File: src/rtl/inst_cache_dm_if.sv
// Core-side fetch port, refill port, flush control and statistics of the
// direct-mapped instruction cache, grouped into one bundle.
interface inst_cache_dm_if #(
    parameter int CNT_WIDTH = 16
);
    logic [29:0]          InstMem_Address;
    logic                 InstMem_Read;
    logic [31:0]          InstMem_In;
    logic                 InstMem_Ack;
    logic [29:0]          Mem_Address;
    logic                 Mem_Read;
    logic [31:0]          Mem_In;
    logic                 Mem_Ack;
    logic                 Flush;
    logic [CNT_WIDTH-1:0] Hit_Count;
    logic [CNT_WIDTH-1:0] Miss_Count;

    // Environment view: drives the core request, refill data and flush.
    modport master (
        output InstMem_Address, InstMem_Read, Mem_In, Mem_Ack, Flush,
        input  InstMem_In, InstMem_Ack, Mem_Address, Mem_Read, Hit_Count, Miss_Count
    );

    // Cache view.
    modport slave (
        input  InstMem_Address, InstMem_Read, Mem_In, Mem_Ack, Flush,
        output InstMem_In, InstMem_Ack, Mem_Address, Mem_Read, Hit_Count, Miss_Count
    );
endinterface

File: src/rtl/inst_cache_dm.sv
// Direct-mapped read-only instruction cache, one 32-bit word per line,
// single-word refill on miss, with wrap-around hit/miss counters.
module inst_cache_dm #(
    parameter int INDEX_BITS = 3,
    parameter int CNT_WIDTH  = 16
) (
    input  logic           clock,
    input  logic           reset,
    inst_cache_dm_if.slave bus
);
    localparam int LINES    = 1 << INDEX_BITS;
    localparam int TAG_BITS = 30 - INDEX_BITS;

    typedef enum logic [1:0] {
        S_IDLE,
        S_FILL,
        S_RESP
    } state_t;

    state_t               state_q, state_d;
    logic [LINES-1:0]     valid_q, valid_d;
    logic [31:0]          inst_in_q, inst_in_d;
    logic                 inst_ack_q, inst_ack_d;
    logic [29:0]          mem_addr_q, mem_addr_d;
    logic                 mem_read_q, mem_read_d;
    logic [CNT_WIDTH-1:0] hit_cnt_q, hit_cnt_d;
    logic [CNT_WIDTH-1:0] miss_cnt_q, miss_cnt_d;
    logic                 flush_pend_q, flush_pend_d;

    logic [TAG_BITS-1:0]  tag_q  [LINES];
    logic [31:0]          data_q [LINES];

    logic [INDEX_BITS-1:0] req_idx;
    logic [TAG_BITS-1:0]   req_tag;
    logic [INDEX_BITS-1:0] fill_idx;
    logic [TAG_BITS-1:0]   fill_tag;
    logic                  req_hit;
    logic                  install_en;

    assign req_idx  = bus.InstMem_Address[INDEX_BITS-1:0];
    assign req_tag  = bus.InstMem_Address[29:INDEX_BITS];
    assign fill_idx = mem_addr_q[INDEX_BITS-1:0];
    assign fill_tag = mem_addr_q[29:INDEX_BITS];
    assign req_hit  = valid_q[req_idx] && (tag_q[req_idx] == req_tag);

    // Line payload carries no reset; the valid vector alone decides hits.
    generate
        for (genvar gi = 0; gi < LINES; gi++) begin : g_line
            always_ff @(posedge clock) begin
                if (install_en && (fill_idx == INDEX_BITS'(gi))) begin
                    tag_q[gi]  <= fill_tag;
                    data_q[gi] <= bus.Mem_In;
                end
            end
        end
    endgenerate

    always_comb begin
        state_d      = state_q;
        valid_d      = valid_q;
        inst_in_d    = inst_in_q;
        inst_ack_d   = 1'b0;
        mem_addr_d   = mem_addr_q;
        mem_read_d   = mem_read_q;
        hit_cnt_d    = hit_cnt_q;
        miss_cnt_d   = miss_cnt_q;
        flush_pend_d = flush_pend_q;
        install_en   = 1'b0;

        case (state_q)
            S_IDLE: begin
                if (bus.Flush) begin
                    valid_d = '0;
                end else if (bus.InstMem_Read) begin
                    if (req_hit) begin
                        inst_in_d  = data_q[req_idx];
                        inst_ack_d = 1'b1;
                        hit_cnt_d  = hit_cnt_q + 1'b1;
                        state_d    = S_RESP;
                    end else begin
                        mem_addr_d = bus.InstMem_Address;
                        mem_read_d = 1'b1;
                        miss_cnt_d = miss_cnt_q + 1'b1;
                        state_d    = S_FILL;
                    end
                end
            end
            S_FILL: begin
                if (bus.Flush) begin
                    flush_pend_d = 1'b1;
                    valid_d      = '0;
                end
                if (bus.Mem_Ack) begin
                    mem_read_d   = 1'b0;
                    inst_in_d    = bus.Mem_In;
                    inst_ack_d   = 1'b1;
                    flush_pend_d = 1'b0;
                    state_d      = S_RESP;
                    // A flush seen at any point of this refill keeps the word out of the array.
                    if (!flush_pend_q && !bus.Flush) begin
                        install_en        = 1'b1;
                        valid_d[fill_idx] = 1'b1;
                    end
                end
            end
            S_RESP: begin
                if (bus.Flush) begin
                    valid_d = '0;
                end
                state_d = S_IDLE;
            end
            default: state_d = S_IDLE;
        endcase
    end

    always_ff @(posedge clock) begin
        if (reset) begin
            state_q      <= S_IDLE;
            valid_q      <= '0;
            inst_in_q    <= '0;
            inst_ack_q   <= 1'b0;
            mem_addr_q   <= '0;
            mem_read_q   <= 1'b0;
            hit_cnt_q    <= '0;
            miss_cnt_q   <= '0;
            flush_pend_q <= 1'b0;
        end else begin
            state_q      <= state_d;
            valid_q      <= valid_d;
            inst_in_q    <= inst_in_d;
            inst_ack_q   <= inst_ack_d;
            mem_addr_q   <= mem_addr_d;
            mem_read_q   <= mem_read_d;
            hit_cnt_q    <= hit_cnt_d;
            miss_cnt_q   <= miss_cnt_d;
            flush_pend_q <= flush_pend_d;
        end
    end

    assign bus.InstMem_In  = inst_in_q;
    assign bus.InstMem_Ack = inst_ack_q;
    assign bus.Mem_Address = mem_addr_q;
    assign bus.Mem_Read    = mem_read_q;
    assign bus.Hit_Count   = hit_cnt_q;
    assign bus.Miss_Count  = miss_cnt_q;
endmodule

File: src/flat_wrapper.sv
// flat-port wrapper written by rule: the top's interface ports become plain ports
module inst_cache_dm_flat 
#(
    parameter int INDEX_BITS = 3,
    parameter int CNT_WIDTH  = 16
)
  (clock, reset, bus_InstMem_Address, bus_InstMem_Read, bus_Mem_In, bus_Mem_Ack, bus_Flush, bus_InstMem_In, bus_InstMem_Ack, bus_Mem_Address, bus_Mem_Read, bus_Hit_Count, bus_Miss_Count);
  inst_cache_dm_if #(.CNT_WIDTH(CNT_WIDTH)) bus_i ();
  input  logic clock;
  input  logic reset;
  input wire logic [$bits(bus_i.InstMem_Address)-1:0] bus_InstMem_Address;
  input wire logic [$bits(bus_i.InstMem_Read)-1:0] bus_InstMem_Read;
  input wire logic [$bits(bus_i.Mem_In)-1:0] bus_Mem_In;
  input wire logic [$bits(bus_i.Mem_Ack)-1:0] bus_Mem_Ack;
  input wire logic [$bits(bus_i.Flush)-1:0] bus_Flush;
  output wire logic [$bits(bus_i.InstMem_In)-1:0] bus_InstMem_In;
  output wire logic [$bits(bus_i.InstMem_Ack)-1:0] bus_InstMem_Ack;
  output wire logic [$bits(bus_i.Mem_Address)-1:0] bus_Mem_Address;
  output wire logic [$bits(bus_i.Mem_Read)-1:0] bus_Mem_Read;
  output wire logic [$bits(bus_i.Hit_Count)-1:0] bus_Hit_Count;
  output wire logic [$bits(bus_i.Miss_Count)-1:0] bus_Miss_Count;
  assign bus_i.InstMem_Address = bus_InstMem_Address;
  assign bus_i.InstMem_Read = bus_InstMem_Read;
  assign bus_i.Mem_In = bus_Mem_In;
  assign bus_i.Mem_Ack = bus_Mem_Ack;
  assign bus_i.Flush = bus_Flush;
  assign bus_InstMem_In = bus_i.InstMem_In;
  assign bus_InstMem_Ack = bus_i.InstMem_Ack;
  assign bus_Mem_Address = bus_i.Mem_Address;
  assign bus_Mem_Read = bus_i.Mem_Read;
  assign bus_Hit_Count = bus_i.Hit_Count;
  assign bus_Miss_Count = bus_i.Miss_Count;
  inst_cache_dm #(.INDEX_BITS(INDEX_BITS), .CNT_WIDTH(CNT_WIDTH)) u_core (.clock(clock), .reset(reset), .bus(bus_i));
endmodule
File: config.mk
export PLATFORM = sky130hd
export DESIGN_NAME = inst_cache_dm_flat
export DESIGN_NICKNAME = d
export VERILOG_FILES = /design/src/rtl/inst_cache_dm_if.sv /design/src/rtl/inst_cache_dm.sv /design/src/flat_wrapper.sv
export SDC_FILE = /design/constraint.sdc
export NUM_CORES = 1
export LEC_CHECK = 0
export ABC_AREA = 0
export BUFFER_PORTS_ARGS = -buffer_cell sky130_fd_sc_hd__buf_2
export CORE_ASPECT_RATIO = 1.2
export CORE_MARGIN = 2
export CORE_UTILIZATION = 55
export CTS_BUF_LIST = sky130_fd_sc_hd__clkbuf_4 sky130_fd_sc_hd__clkbuf_8 sky130_fd_sc_hd__clkbuf_16
export DETAILED_ROUTE_END_ITERATION = 16
export GPL_ROUTABILITY_DRIVEN = 0
export HOLD_SLACK_MARGIN = 0.05
export PLACE_DENSITY = 0.82
export SLEW_MARGIN = 5
export SYNTH_ARGS = -nofsm -noshare
export SYNTH_HDL_FRONTEND = slang
export SYNTH_SLANG_ARGS = --single-unit
File: constraint.sdc
create_clock -name clock -period 15.1 [get_ports clock]
set_clock_uncertainty 0.15 [all_clocks]
set_input_delay 1.51 -clock clock [delete_from_list [all_inputs] [get_ports clock]]
set_output_delay 1.51 -clock clock [all_outputs]
set_load 0.02 [all_outputs]
# Yosys cells after proc, flatten, opt, wreduce, memory -nomap -nowiden
# Memory sizes are Yosys's and may differ from the RTL's.
# Index checks and enable logic that the tools add are counted.
[totals]
inputBits = 67
mem_bits_rw = 472
n_memories = 2
wordCells = 165
reg_bits = 107
[classes]
eq_ne = 15
n_bitwise = 3
addsub = 2
magnitude_cmp = 3
muxes = 92
reduce_logical = 39
[memory_table]
columns = ["name", "depth", "width", "read_ports", "rd_ports_with_merged_regs", "wr", "line", "source"]
rows = [
  ["u_core.data_q", 8, 32, 1, 0, 1, "inst_cache_dm.sv:31", "logic [31:0] data_q [LINES];"],
  ["u_core.tag_q", 8, 27, 1, 0, 1, "inst_cache_dm.sv:30", "logic [TAG_BITS-1:0] tag_q [LINES];"],
]
[op_table]
columns = ["op", "count"]
rows = [
  ["2-to-1 mux 32 bit", 11],
  ["OR reduction 32 bit", 7],
  ["2-to-1 mux 27 bit", 7],
  ["OR reduction 27 bit", 7],
  ["case mux 32 bit (2 select lines)", 1],
  ["2-to-1 mux 1 bit", 45],
  ["2-to-1 mux 3 bit", 14],
  ["adder 16 x 1 -> 16 bit, second input constant", 2],
  ["2-to-1 mux 8 bit", 4],
  ["equality test 27 bit", 1],
  ["case mux 8 bit (2 select lines)", 1],
  ["equality test 3 bit, second input constant", 4],
  ["logical AND 1 bit", 11],
  ["AND reduction 5 bit", 2],
  ["< comparator 3 x 4 -> 1 bit, second input constant", 2],
  ["2-to-1 mux 2 bit", 4],
  ["inequality test 2 bit, second input constant", 4],
  ["bitwise OR 8 bit", 1],
  ["AND reduction 4 bit", 2],
  ["equality test 3 x 2 -> 1 bit, second input constant", 2],
  ["nonzero test 2 bit", 3],
  ["case mux 1 bit (2 select lines)", 2],
  ["case mux 2 bit (2 select lines)", 1],
  ["binary-select mux 1 bit (select 3 bit)", 1],
  ["13 further kinds", 15],
]

# Depth between registers and ports, before layout
[depth]
word_depth = 16
mapped_depth = 15

# Least setup slack after synthesis
# No wires, ideal clock.
[synth_path]
kind = "input to register"
from = "in bus_Mem_Ack"
to = "mem u_core.data_q[1][0] (enable)"
setup_slack_ps = 8505
required_time_ps = 14399
path_stages = 3
t_arrival_ps = 5894
setup_time_ps = 551
path_cell_list = "and2_1 > nand3_1 > nor3_1"
[synth_via]
elab_chain_cells = 13
[synth_rtl]
columns = ["element", "line", "source"]
rows = [
  ["start, declared", "flat_wrapper.sv:14", "input wire logic [$bits(bus_i.Mem_Ack)-1:0] bus_Mem_Ack;"],
  ["2-to-1 mux 1 bit (*)", "inst_cache_dm.sv:93", "if (bus.Mem_Ack) begin"],
  ["2-to-1 mux 1 bit (*)", "inst_cache_dm.sv:70", "case (state_q)"],
  ["logical AND 1 bit", "inst_cache_dm.sv:50", "if (install_en && (fill_idx == INDEX_BITS'(gi))) begin"],
  ["2-to-1 mux 1 bit", "inst_cache_dm.sv:50", ""],
  ["2-to-1 mux 1 bit (not written as such)", "inst_cache_dm.sv:52", "data_q[gi] <= bus.Mem_In;"],
  ["OR reduction 32 bit (no line)", "n/a", ""],
  ["2-to-1 mux 3 bit (no line) or 2-to-1 mux 1 bit (tied branches) (7 in a row)", "n/a", ""],
  ["end, declared", "inst_cache_dm.sv:31", ""],
]
# Mark *: on every way between the ends. The rest lies on a longest branch, timed or not.

# Final worst setup path
[layout_path]
from = "in bus_InstMem_Address[1]"
to = "reg u_core.miss_cnt_q[1] (netlist: u_core.bus.Miss_Count[1])"
[layout_via]
elab_chain_cells = 5
[layout_rtl]
columns = ["element", "line", "source"]
rows = [
  ["start, declared", "flat_wrapper.sv:11", "input wire logic [$bits(bus_i.InstMem_Address)-1:0] bus_InstMem_Address;"],
  ["memory (8 x 27 bit) or binary-select mux 1 bit (select 3 bit) (tied branches)", "n/a", ""],
  ["equality test 27 bit or 2-to-1 mux 1 bit (tied branches)", "inst_cache_dm.sv:44", "assign req_hit = valid_q[req_idx] && (tag_q[req_idx] == req_tag);"],
  ["logical AND 1 bit (*)", "inst_cache_dm.sv:44", ""],
  ["NOT 1 bit (no line) (*)", "n/a", ""],
  ["AND reduction 4 bit (no line) (*)", "n/a", ""],
  ["end signal, assigned", "inst_cache_dm.sv:135", "miss_cnt_q <= miss_cnt_d;"],
  ["end, declared", "inst_cache_dm.sv:27", "logic [CNT_WIDTH-1:0] miss_cnt_q, miss_cnt_d;"],
]
# Mark *: on every way between the ends. The rest lies on a longest branch, timed or not. The select of a mux whose other input is x is not followed.
# A chain may end at the register's enable or synchronous reset.

==> results.toml <==
[status]
status = "complete, no violations"

[layout]
fin_cells = 2173
syn_to_final_growth_pct = 13.9
fin_util_pct = 63.6
layout.nets = 1645
fillCellCount = 2782
drive_gt1_share_pct = 26.0

[cts]
worstSkewPairLatency_ns = 0.60
cts_tree = "yes"
cts_sinks = 579
cts_setup_buffers = 0
cts_buffers = 55
clkTransAtPathRegs_ns = 0.06
cts_root_buffer = "clkbuf_16"
cts_resized = 0
ctsHtreeMaxLevel = 2
clock_path_buffers = 3
cts_hold_buf = 0

[pwr]
ir_drop_uv = 126
p_sw_share_pct = 21.6
p_int_mw = 2.69
p_sw_mw = 0.741
p_clk_share_pct = 42.8
pwr-share-comb_pct = 5.8
seq_power_share_pct = 51.4
p_per_area_nw_per_um2 = 129
cellLeakagePower_nw = 8.85

[job]
cap_violations = 0

[drt]
viasPerCell = 6.50
first_pass_iters = 6
drt_iter0_markers = 1466
ant_nets = 0
wire_per_inst_um = 24.8
wl_um = 54000
drc = 0
vias = 14100

[timing]
rsz0062_at_grt = "no"
slew_violations = 0
slew_headroom_pct = 12.5
setup_viol = 0
fmax_mhz = 164
fin_setup_tns_ns = 0
fin_crit_ns = 6.10
tightest_slew_ns = 1.31
final.period_utilization_pct = 40.4
hold_viol_final = 0

[synth]
async_flop_share_pct = 0
postSynthCellCount = 1445
syn-num-nets = 1514
synth_ff_type = "edfxtp_1"
netlist_area_um2 = 23300
synth-seq-cells = 579
synth.avg_cell_area_um2 = 16.1
yosysSeqAreaShare_pct = 70.0
synth_cell_types = 53
synth_edf_count = 472
yosysWarnings = 0

[floorplan]
core_um2 = 41800
start_util_pct = 55.8
die_area_um2 = 44100
rows = 82
boundaryPins = 163
die_h_um = 230
die_x_um = 192

[worst_hold_path]
holdCritStartpoint = "u_core.valid_q[1]"
min_to = "u_core.valid_q[1]"
whs_path_depth = 2
hp-class = "flip-flop to flip-flop"

[grt]
grt_max_degree = 88
grt.total_usage_pct = 24.7
grt_pass1_wl_um = 82700
antenna_found_initial = 5
grt_overflow = 0
grt_pass1_vias = 14100

[setup_path]
cp_max_fo = 64
end_kind = "flip-flop"
required_ns = 15.43
ff2ff_path_depth = 8
crit_path_start_kind = "input port"
reg2reg_slack_ns = 10.98
worstSetupPathType = "input port to flip-flop"
reg2reg_from = "u_core.tag_q[6][11]"
critPathArrivalTime_ns = 6.42
r2r_end = "u_core.bus.Miss_Count[1]"

[place]
hpwlAfterDp_um = 28600
dp_cells = 2065
port_buffers = 162
[registers in the layout (all words and copies together), names as in the netlist]
register	count
u_core.bus.Hit_Count	16
u_core.bus.InstMem_Ack	1
u_core.bus.InstMem_In	32
u_core.bus.Mem_Address	30
u_core.bus.Mem_Read	1
u_core.bus.Miss_Count	16
u_core.data_q	256
u_core.flush_pend_q	1
u_core.state_q	2
u_core.tag_q	216
u_core.valid_q	8
[power groups by stage]
stage          Sequential, mW  Clock (mW)  Combinational (mW)
2_1_floorplan            1.81           0               0.111
3_5_place_dp             1.80           0               0.197
3_3_place_gp             1.79           0               0.192
4_1_cts                  1.76        1.48               0.200
6_report                 1.76        1.47               0.200
5_1_grt                  1.76        1.54               0.215
[layout by cell type (no fill, tap or decap), drive strengths merged, types with 15 or more instances in the layout]
| cell | n |
|---|---|
| edfxtp | 472 |
| buf | 181 |
| dfxtp | 107 |
| mux4 | 105 |
| nand4 | 81 |
| mux2i | 80 |
| nor2 | 78 |
| clkbuf | 75 |
| nand2 | 63 |
| a21oi | 56 |
| nor3 | 40 |
| o311ai | 35 |
| o21ai | 34 |
| a31oi | 32 |
| nand3 | 17 |
| nor2b | 16 |
| clkinv | 15 |
[critical path, cell delays in order]
cell and delay (ns):
buf_4 0.66, buf_4 0.76, mux4_2 0.41, mux2i_1 0.18
xor2_1 0.17, o211ai_1 0.10, or4_1 0.47, or4_4 0.85
and2_1 0.73, a31o_2 0.45
[per-stage QoR]
| step | power [mW] | setup WS (ns) | area, um2 | hold slack, ns |
|---|---|---|---|---|
| floorplan | 1.92 | 8.51 | 23300 | 0.301 |
| finish | 3.43 | 9.00 | 26500 | 0.337 |
| CTS | 3.45 | 9.02 | 26500 | 0.340 |
| global placement | 1.99 | 8.42 | 24600 | 0.312 |
| detailed placement | 1.99 | 8.39 | 24600 | 0.326 |
| global route | 3.52 | 8.78 | 26500 | 0.369 |
[how the worst max path moves through the flow]
stage | cells past startpoint | startpoint | slack [ns] | end
2_1_floorplan | 3 | bus_Mem_Ack | 8.51 | u_core.data_q[1][0]
3_3_place_gp | 10 | bus_InstMem_Address[1] | 8.42 | u_core.bus.Miss_Count[1]
3_5_place_dp | 10 | bus_InstMem_Address[1] | 8.39 | u_core.bus.Miss_Count[1]
4_1_cts | 9 | bus_InstMem_Address[1] | 9.02 | u_core.bus.Miss_Count[1]
5_1_grt | 10 | bus_InstMem_Address[1] | 8.78 | u_core.bus.InstMem_In[26]
6_report | 10 | bus_InstMem_Address[1] | 9.00 | u_core.bus.Miss_Count[1]
[layout make-up]
| class | count | area, um2 | share of cell area, % |
|---|---|---|---|
| multi-input combinational | 750 | 6570 | 24.7 |
| clock inverter | 29 | 395 | 1.49 |
| antenna | 4 | 10.0 | 0.0377 |
| sequential | 579 | 16300 | 61.5 |
| timing repair buffer | 181 | 965 | 3.63 |
| clock buffer | 75 | 1580 | 5.94 |
| tap | 546 | 683 | 2.57 |
| inverter | 9 | 36.3 | 0.137 |
[routing by layer]
metal	wire length [um]	share of wire, %	GRT usage, %	vias to the layer above
met5	0	0	0	-
met4	1630	3.0	8.32	0
met3	5310	9.8	5.15	134
met2	26800	50	40.6	821
met1	20300	38	32.8	7074
li1	-	-	-	6091
[cells in the mapped netlist, types with 16 or more instances]
cell type	n	area, um2
edfxtp_1	472	14200
dfxtp_1	107	2140
mux4_2	104	2340
nand4_1	81	507
mux2i_1	80	801
nor2_1	78	293
clkbuf_1	69	259
nand2_1	63	236
a21oi_1	56	280
nor3_1	40	200
o311ai_0	35	307
o21ai_0	34	170
a31oi_1	32	200
buf_2	18	90.1
nand3_1	17	85.1
nor2b_1	16	100
[logic make-up after synthesis]
kind of cell / Yosys count / share of synthesized area (%)
DFF: 579 / 70.0
and+or+nand+nor: 333 / 7.26
muxes: 197 / 14.2
AOI/OAI and AO/OA: 196 / 5.47
buffers and inverters: 116 / 2.16
xor gates and xnor gates: 22 / 0.827
adders and majority gates: 2 / 0.107
(Power assumes the default switching activity.)
